$ cat src/rtl/core_clock_sequencer_pkg.sv
// Shared constants for the core clock sequencer:
// run-state encodings and parameter defaults.
package core_clock_sequencer_pkg;

  localparam logic [1:0] ST_RESET_HOLD = 2'd0;
  localparam logic [1:0] ST_RUN        = 2'd1;
  localparam logic [1:0] ST_HALT       = 2'd2;
  localparam logic [1:0] ST_STEP       = 2'd3;

  localparam int DEBOUNCE_DEFAULT   = 1000000;
  localparam int RESET_HOLD_DEFAULT = 16;

  localparam int DIV_W  = 5;
  localparam int TICK_W = 32;

endpackage

$ cat src/rtl/core_clock_sequencer_debounce.sv
// Button conditioner: 2-FF synchronizer, stability
// counter and a one-cycle pulse on each accepted press.
module button_debouncer #(
  parameter int DEBOUNCE_CYCLES = 1000000
) (
  input  logic clk,
  input  logic rst,
  input  logic btn,
  output logic press
);

  localparam int CW = $clog2(DEBOUNCE_CYCLES + 1);
  localparam logic [CW-1:0] LAST = CW'(DEBOUNCE_CYCLES - 1);

  logic          s1_q, s2_q;
  logic [CW-1:0] cnt_q, cnt_d;
  logic          level_q, level_d;
  logic          press_q, press_d;

  always_comb begin
    cnt_d   = '0;
    level_d = level_q;
    // Count only while the synced input disagrees with the accepted level
    if (s2_q != level_q) begin
      if (cnt_q == LAST) begin
        level_d = s2_q;
      end else begin
        cnt_d = cnt_q + 1'b1;
      end
    end
    press_d = level_d & ~level_q;
  end

  always_ff @(posedge clk) begin
    if (rst) begin
      s1_q    <= 1'b0;
      s2_q    <= 1'b0;
      cnt_q   <= '0;
      level_q <= 1'b0;
      press_q <= 1'b0;
    end else begin
      s1_q    <= btn;
      s2_q    <= s1_q;
      cnt_q   <= cnt_d;
      level_q <= level_d;
      press_q <= press_d;
    end
  end

  assign press = press_q;

endmodule

$ cat src/rtl/core_clock_sequencer.sv
// Core clock sequencer: PLL-gated reset hold, divided
// core tick, run/halt/single-step control with breakpoints.
module core_clock_sequencer
  import core_clock_sequencer_pkg::*;
#(
  parameter int DEBOUNCE_CYCLES   = DEBOUNCE_DEFAULT,
  parameter int RESET_HOLD_CYCLES = RESET_HOLD_DEFAULT
) (
  input  logic              clock_100mhz,
  input  logic              reset,
  input  logic              pll_locked,
  input  logic              clock_mode_button,
  input  logic              manual_clock_button,
  input  logic [DIV_W-1:0]  clock_divisor,
  input  logic              hard_breakpoint,
  input  logic              soft_breakpoint,
  input  logic              soft_break_enable,
  output logic              core_clock_enable,
  output logic              core_reset,
  output logic [1:0]        run_state,
  output logic              halted,
  output logic [TICK_W-1:0] tick_count
);

  localparam int LW = $clog2(RESET_HOLD_CYCLES + 1);
  localparam logic [LW-1:0] LOCK_LAST = LW'(RESET_HOLD_CYCLES - 1);

  logic              mode_press, manual_press;
  logic              lock_s1_q, lock_s2_q;
  logic [1:0]        state_q, state_d;
  logic [LW-1:0]     lock_cnt_q, lock_cnt_d;
  logic [DIV_W-1:0]  div_cnt_q, div_cnt_d;
  logic              en_q, en_d;
  logic              core_reset_q;
  logic              halted_q;
  logic [TICK_W-1:0] tick_q, tick_d;
  logic              halt_req;

  button_debouncer #(.DEBOUNCE_CYCLES(DEBOUNCE_CYCLES)) u_mode_db (
    .clk   (clock_100mhz),
    .rst   (reset),
    .btn   (clock_mode_button),
    .press (mode_press)
  );

  button_debouncer #(.DEBOUNCE_CYCLES(DEBOUNCE_CYCLES)) u_manual_db (
    .clk   (clock_100mhz),
    .rst   (reset),
    .btn   (manual_clock_button),
    .press (manual_press)
  );

  assign halt_req = mode_press | hard_breakpoint |
                    (soft_breakpoint & soft_break_enable);

  always_comb begin
    state_d    = state_q;
    lock_cnt_d = lock_cnt_q;
    div_cnt_d  = div_cnt_q;
    en_d       = 1'b0;
    if (!lock_s2_q) begin
      state_d    = ST_RESET_HOLD;
      lock_cnt_d = '0;
      div_cnt_d  = '0;
    end else begin
      unique case (state_q)
        ST_RESET_HOLD: begin
          if (lock_cnt_q == LOCK_LAST) begin
            state_d    = ST_RUN;
            lock_cnt_d = '0;
            div_cnt_d  = '0;
          end else begin
            lock_cnt_d = lock_cnt_q + 1'b1;
          end
        end
        ST_RUN: begin
          // >= so a divisor lowered below the count wraps at once
          if (div_cnt_q >= clock_divisor) begin
            en_d      = 1'b1;
            div_cnt_d = '0;
          end else begin
            div_cnt_d = div_cnt_q + 1'b1;
          end
          if (halt_req) state_d = ST_HALT;
        end
        ST_HALT: begin
          if (mode_press) begin
            state_d   = ST_RUN;
            div_cnt_d = '0;
          end else if (manual_press) begin
            state_d = ST_STEP;
            en_d    = 1'b1;
          end
        end
        ST_STEP: state_d = ST_HALT;
        default: state_d = ST_RESET_HOLD;
      endcase
    end
    if (state_d == ST_RESET_HOLD) tick_d = '0;
    else tick_d = tick_q + {{(TICK_W-1){1'b0}}, en_d};
  end

  always_ff @(posedge clock_100mhz) begin
    if (reset) begin
      lock_s1_q    <= 1'b0;
      lock_s2_q    <= 1'b0;
      state_q      <= ST_RESET_HOLD;
      lock_cnt_q   <= '0;
      div_cnt_q    <= '0;
      en_q         <= 1'b0;
      core_reset_q <= 1'b1;
      halted_q     <= 1'b0;
      tick_q       <= '0;
    end else begin
      lock_s1_q    <= pll_locked;
      lock_s2_q    <= lock_s1_q;
      state_q      <= state_d;
      lock_cnt_q   <= lock_cnt_d;
      div_cnt_q    <= div_cnt_d;
      en_q         <= en_d;
      core_reset_q <= (state_d == ST_RESET_HOLD);
      halted_q     <= (state_d == ST_HALT);
      tick_q       <= tick_d;
    end
  end

  assign core_clock_enable = en_q;
  assign core_reset        = core_reset_q;
  assign run_state         = state_q;
  assign halted            = halted_q;
  assign tick_count        = tick_q;

endmodule

$ cat config.mk
export PLATFORM = sky130hd
export DESIGN_NAME = core_clock_sequencer
export DESIGN_NICKNAME = d
export VERILOG_FILES = /design/src/rtl/core_clock_sequencer_pkg.sv /design/src/rtl/core_clock_sequencer_debounce.sv /design/src/rtl/core_clock_sequencer.sv
export SDC_FILE = /design/constraint.sdc
export NUM_CORES = 1
export LEC_CHECK = 0
export CAP_MARGIN = 20
export CORE_MARGIN = 3
export CORE_UTILIZATION = 30
export CTS_CLUSTER_DIAMETER = 80
export DETAILED_ROUTE_END_ITERATION = 7
export PLACE_DENSITY = 0.54
export SLEW_MARGIN = 20
export SYNTH_ARGS = -nofsm -noshare
export SYNTH_HDL_FRONTEND = slang
export SYNTH_SLANG_ARGS = --single-unit
$ cat constraint.sdc
create_clock -name clock_100mhz -period 3.5 [get_ports clock_100mhz]
set_clock_uncertainty 0.15 [all_clocks]
set_input_delay 1.05 -clock clock_100mhz [delete_from_list [all_inputs] [get_ports clock_100mhz]]
set_output_delay 1.05 -clock clock_100mhz [all_outputs]
set_load 0.02 [all_outputs]
Yosys cells after proc, flatten, opt, wreduce, memory -nomap -nowiden
Index checks and enable logic that the tools add are counted.
- bits of input ports: 13
- logic and storage cells: 74
- flip-flop bits (word level): 97
- output and inout port bits: 37
- eq/ne operators: 11
- $lt $le $gt $ge: 1
- add/sub/neg operators: 5
- muxes and demuxes: 20
- bitwise logic cells: 10
- reduce and logical (&&, ||, !) cells: 8
- operator list (cell ; number):
    20-bit by 1-bit adder with 20-bit output, second input constant ; 2
    20-bit == test, second input constant ; 2
    32-bit by 1-bit adder with 32-bit output ; 1
    5-bit 2-to-1 mux ; 4
    5-bit one-hot mux with 3 select lines ; 1
    5-bit by 1-bit adder with 5-bit output, second input constant ; 2
    2-bit 2-to-1 mux ; 5
    1-bit 2-to-1 mux ; 8
    2-bit one-hot mux with 4 select lines ; 1
    2-bit == test, second input constant ; 3
    3-bit OR reduction ; 2
    5-bit by 4-bit == test with 1-bit output, second input constant ; 1
    5-bit greater-or-equal comparator ; 1
    1-bit inverter ; 5
    2-bit zero test ; 2
    2-bit OR reduction ; 2
    1-bit AND ; 3
    3-bit AND reduction ; 1
    3-bit nonzero test ; 1
    2-bit by 1-bit == test with 1-bit output, second input constant ; 1
    1-bit != test ; 2
    2-bit by 1-bit != test with 1-bit output, second input constant ; 1
    2-bit != test, second input constant ; 1
    1-bit OR ; 2
    1-bit one-hot mux with 2 select lines ; 1

Depth between registers and ports, before layout
Gate-level depths: netlist of the first run.
- word-level depth: 7
- mapped depth: 15
- mapped depth without buffers: 14

Hierarchy
From an unflattened synthesis of the first run, not the netlist that was laid out.
- cells, all modules: 503
- area, all modules: 4478.0 um^2
- modules (own cells, without submodules) (module ; cells an instance ; area an instance (um^2) ; sequential area each (um^2) ; instances):
    core_clock_sequencer ; 269 ; 2396.0 ; 980.9 ; 1
    button_debouncer ; 117 ; 1041.0 ; 480.5 ; 2

Least setup slack after synthesis of the first run
OpenSTA, ideal clock, no wires.
- kind: input port to flip-flop
- from: in clock_divisor[2]
- to: reg tick_q[22] (netlist: tick_count[22])
- cell stages on the path: 15
- required time: 3.233 ns
- library setup time: 0.117 ns
- path buffers: 1
- path slack: 0.063 ns
- data arrival time: 3.170 ns
- path through: inv_1 ha_1 a21o_1 a31oi_1 o21ai_1 a22oi_1 nor2_1 ha_1 ha_1 inv_1 nor2_1 buf_2 nand4_1 xor2_1 nor2_1
- word-level cells in the longest chain between the ends: 5
- ends and longest elaborated chain (element ; RTL line ; RTL):
    from (decl) ; core_clock_sequencer.sv:14 ; input logic [DIV_W-1:0] clock_divisor,
    5-bit greater-or-equal comparator ; core_clock_sequencer.sv:78 ; if (div_cnt_q >= clock_divisor) begin
    1-bit 2-to-1 mux ; core_clock_sequencer.sv:78 ;
    1-bit one-hot mux with 2 select lines ; core_clock_sequencer.sv:66 ; unique case (state_q)
    1-bit 2-to-1 mux ; core_clock_sequencer.sv:61 ; if (!lock_s2_q) begin
    net en_d ; core_clock_sequencer.sv:33 ; logic en_q, en_d;
    32-bit by 1-bit adder with 32-bit output ; core_clock_sequencer.sv:100 ; else tick_d = tick_q + {{(TICK_W-1){1'b0}}, en_d};
    to (signal assigned) ; core_clock_sequencer.sv:123 ; tick_q <= tick_d;
    to (decl) ; core_clock_sequencer.sv:36 ; logic [TICK_W-1:0] tick_q, tick_d;
The timed path passes the listed nets, and every way through them passes these cells.
A chain may end at the register's enable or synchronous reset.

Final worst setup path of the first run
- from: in clock_divisor[4]
- to: reg tick_q[17] (netlist: tick_count[17])
Same word-level chain as after synthesis.

==> impl_metrics.py, run 1 <==
metrics = {
    "finish": {
        "syn_to_final_growth_pct": 26.5,
        "instances_no_fill": 731,
        "antenna_cells": 0,
        "nets": 576,
        "drive_above_1_share_pct": 9.80,
        "post-route-util_pct": 39.3,
    },
    "sta": {
        "hold_viol_final": 0,
        "tns_ns": 0,
        "fmax_ghz": 0.301,
        "period_share_pct": 94.9,
        "layout_min_cycle_time_ns": 3.32,
        "max_slew.worst_pin.slew_ns": 0.669,
        "relSlewSlack_pct": 55.4,
        "maxSlewViolCount": 0,
        "setup_viol": 0,
    },
    "worst_setup_path": {
        "endpoint_kind": "flip-flop",
        "critPathSlowestCell": "clkdlybuf4s50_1",
        "reg2reg_to": "tick_count[17]",
        "worstSetupPathType": "in2reg",
        "crit_top_cell": "nand2_1",
        "critPathArrivalTime_ns": 3.39,
        "cp_num_buf_inv": 4,
        "reg2reg_depth": 15,
        "rrSetupSlack_ns": 0.77,
        "cp-start-kind": "primary input",
        "crit_fanout": 3,
        "cp_top_family": "buffers and inverters",
        "required_ns": 3.57,
        "slowest_delay_ns": 0.45,
        "cp_cell_sequence": "clkdlybuf4s50_1 > inv_1 > ha_4 > nand2_1 > o21ai_2 > a22oi_2 > nor2_2 > ha_2 > buf_6 > nand2_8 > nor4_4 > buf_4 > nand2_1 > xor2_1 > nor2_1",
        "path_depth": 15,
        "r2r-start": "div_cnt_q[0]",
    },
    "yosys": {
        "ys.warnings.count": 0,
        "synthTopCellsByCount": "dfxtp_1, nor2_1, xor2_1",
        "yosys.area.top_type": "dfxtp_1",
        "syn_inst": 484,
        "synth-simple-area-share_pct": 28.5,
        "synth_top_area_share_pct": 44.5,
        "ys.flop_type": "dfxtp_1",
        "synthAdderAreaFrac_pct": 4.88,
        "syn-mean-instance-area_sq_um": 9.01,
        "synth.most_common_cell": "dfxtp_1",
        "muxShareOfSynthArea_pct": 1.21,
        "syn_area_sq_um": 4360,
        "ys_ff_latch": 97,
        "synthArstFlopShare_pct": 0,
        "synth_xor_area_share_pct": 13.7,
        "ys_seq_area_share_pct": 44.5,
        "synth-edff-count": 0,
        "ys_types": 52,
        "synthTopCellsByArea": "dfxtp_1, xor2_1, nor2_1",
        "synth_nets": 514,
        "synth_top_family_by_area": "simple AND/OR/NAND/NOR gates",
        "synth_compound_area_share_pct": 4.51,
    },
    "clock_network": {
        "cts_inserted_buffers": 9,
        "holdBufCountCts": 0,
        "h-tree-depth": 3,
        "cts.sinks": 97,
        "cts_tree": "built",
        "insertion_delay_ns": 0.34,
        "clock_path_buffers": 2,
        "ctsRootBufferMaster": "clkbuf_16",
        "path_clk_slew_ns": 0.07,
    },
    "run": {
        "max_cap_viol_count": 0,
    },
    "placed_design": {
        "dpl.hpwl_um": 6420,
        "gp_congestion": 0.791,
        "dp_cells": 712,
        "port_buffers": 49,
    },
    "floorplan": {
        "core_area_sq_um": 14000,
        "io_pins": 50,
        "start_util_pct": 31.1,
        "std_cell_rows": 43,
        "die_h_um": 127,
        "die_area_sq_um": 16000,
        "die_x_um": 127,
    },
    "power_and_ir_drop": {
        "report.power.total_w": 0.00213,
        "p_leak_nw": 1.99,
        "vdd_ir_drop_max_mv": 0.209,
        "power_density_nw_per_um2": 386,
    },
    "min_path": {
        "hold_path_class": "reg2reg",
        "hold_end": "u_manual_db.s2_q",
        "min_delay_path_depth": 1,
        "hold_path.startpoint": "u_manual_db.s1_q",
    },
    "global_routing": {
        "antenna_found_initial": 0,
        "grt_max_degree": 34,
        "grtUsageTotal_pct": 11.5,
        "grt_pass1_vias": 3270,
        "grt_pass1_wl_um": 15300,
        "grt_overflow": 0,
    },
    "drt": {
        "drt_iter0_markers": 132,
        "routedWlPerCell_um": 12.2,
        "routed_via_density": 4.71,
        "antenna_left": 0,
        "vias": 3440,
        "drt-total-wl_um": 8910,
        "drtPass1Iterations": 4,
        "drc": 0,
    },
    "outcome": {
        "outcome": "finished, final reports clean",
    },
}
## metrics by stage
step | area (sq um) | worst slack (ns) | hold WS (ns)
floorplan | 4360 | 0.0627 | 0.264
global placement | 5090 | -0.768 | 0.279
detailed placement | 5090 | -0.834 | 0.276
CTS | 5410 | 0.00370 | 0.292
global route | 5510 | -0.00705 | 0.313
finish | 5510 | 0.180 | 0.293
## final cells by class
class / instances / area [sq um]
fill: 1367 / 8530
multi-input combinational: 361 / 2390
sequential: 97 / 1940
timing repair buffer: 63 / 611
clock buffer: 10 / 229
tap: 180 / 225
clock inverter: 6 / 67.6
inverter: 14 / 52.6
## how the worst max path moves through the flow
stage	to	slack, ns	startpoint
after floorplan	tick_count[22]	0.06	clock_divisor[2]
after global placement	tick_count[26]	-0.77	clock_divisor[2]
after detailed placement	tick_count[26]	-0.83	clock_divisor[2]
after CTS	tick_count[23]	0.004	clock_divisor[2]
after global routing	tick_count[23]	-0.007	clock_divisor[4]
final	tick_count[17]	0.18	clock_divisor[4]
## registers in the layout, indices dropped and copies added, names as in the netlist, 2 cells and up
signal,flops
u_manual_db.cnt_q,20
lock_cnt_q,5
div_cnt_q,5
tick_count,32
u_mode_db.cnt_q,20
run_state,2
## kinds of logic after synthesis
family	after synthesis
AND/OR/NAND/NOR	246
flip-flops	97
XOR/XNOR	68
buffers and inverters	26
AO/OA/AOI/OAI	25
adder cells (fa/ha/maj)	17
multiplexers	5
## where the power goes
part	internal [W]	switching, W
clock network	0.000557	0.000424
logic	0.0000208	0.0000161
registers	0.00111	0.00000271
## worst register-to-register path, stage by stage, from the launching register on
cell and delay (ns):
dfxtp_1 0.39, inv_1 0.06, ha_1 0.26, nand2b_1 0.11
a31oi_2 0.09, o21ai_2 0.19, a22oi_2 0.11, nor2_2 0.13
ha_2 0.19, buf_6 0.12, nand2_8 0.06, nor4_4 0.33
buf_4 0.18, nand2_1 0.05, xor2_1 0.14, nor2_1 0.05
## routing by layer
metal | wire, um | up-vias | global-route usage (%)
li1 | - | 1768 | -
met1 | 4220 | 1609 | 14.5
met2 | 4280 | 54 | 19.0
met3 | 283 | 9 | 2.69
met4 | 133 | 0 | 4.42
met5 | 0 | - | 0
## layout by cell type (no fill, tap or decap), types with 3 or more instances in the layout
cell,count
o21ai_0,3
mux2i_1,3
inv_1,11
buf_4,12
dlymetal6s2s_1,3
nand2_1,33
inv_2,3
clkdlybuf4s50_1,46
a21oi_1,4
nor2b_1,10
clkbuf_16,9
or3_1,4
and2_1,3
dfxtp_1,97
nand4_1,24
nor4b_1,3
xnor2_1,17
xor2_1,51
ha_1,14
nor3_1,7
nor2_1,91
nand3_1,32
and3_1,16
and4_1,3
## what timing repair did
action | in CTS | in global routing
setup buffers | 0 | 4
resized for setup | 6 | 16
endpoints found under the setup margin | 25 | 25
pin swaps | 3 | 14
Note: power is estimated with default switching activity, not from simulation.
==> inputs of run 2 (changes only) <==
--- a/config.mk
+++ b/config.mk
@@ -9,6 +9,7 @@
 export CORE_MARGIN = 3
 export CORE_UTILIZATION = 30
 export CTS_CLUSTER_DIAMETER = 80
+export CTS_CLUSTER_SIZE = 12
 export DETAILED_ROUTE_END_ITERATION = 7
 export PLACE_DENSITY = 0.54
 export SLEW_MARGIN = 20
==> results of run 2 <==
No change in the layout: final DEF, timing and power equal those of run 1.
==> inputs of run 3 (changes only) <==
--- a/config.mk
+++ b/config.mk
@@ -12,7 +12,6 @@
 export CTS_CLUSTER_SIZE = 12
 export DETAILED_ROUTE_END_ITERATION = 7
 export PLACE_DENSITY = 0.54
-export SLEW_MARGIN = 20
 export SYNTH_ARGS = -nofsm -noshare
 export SYNTH_HDL_FRONTEND = slang
 export SYNTH_SLANG_ARGS = --single-unit
==> results of run 3 <==
No change in the layout: final DEF, timing and power equal those of run 1.
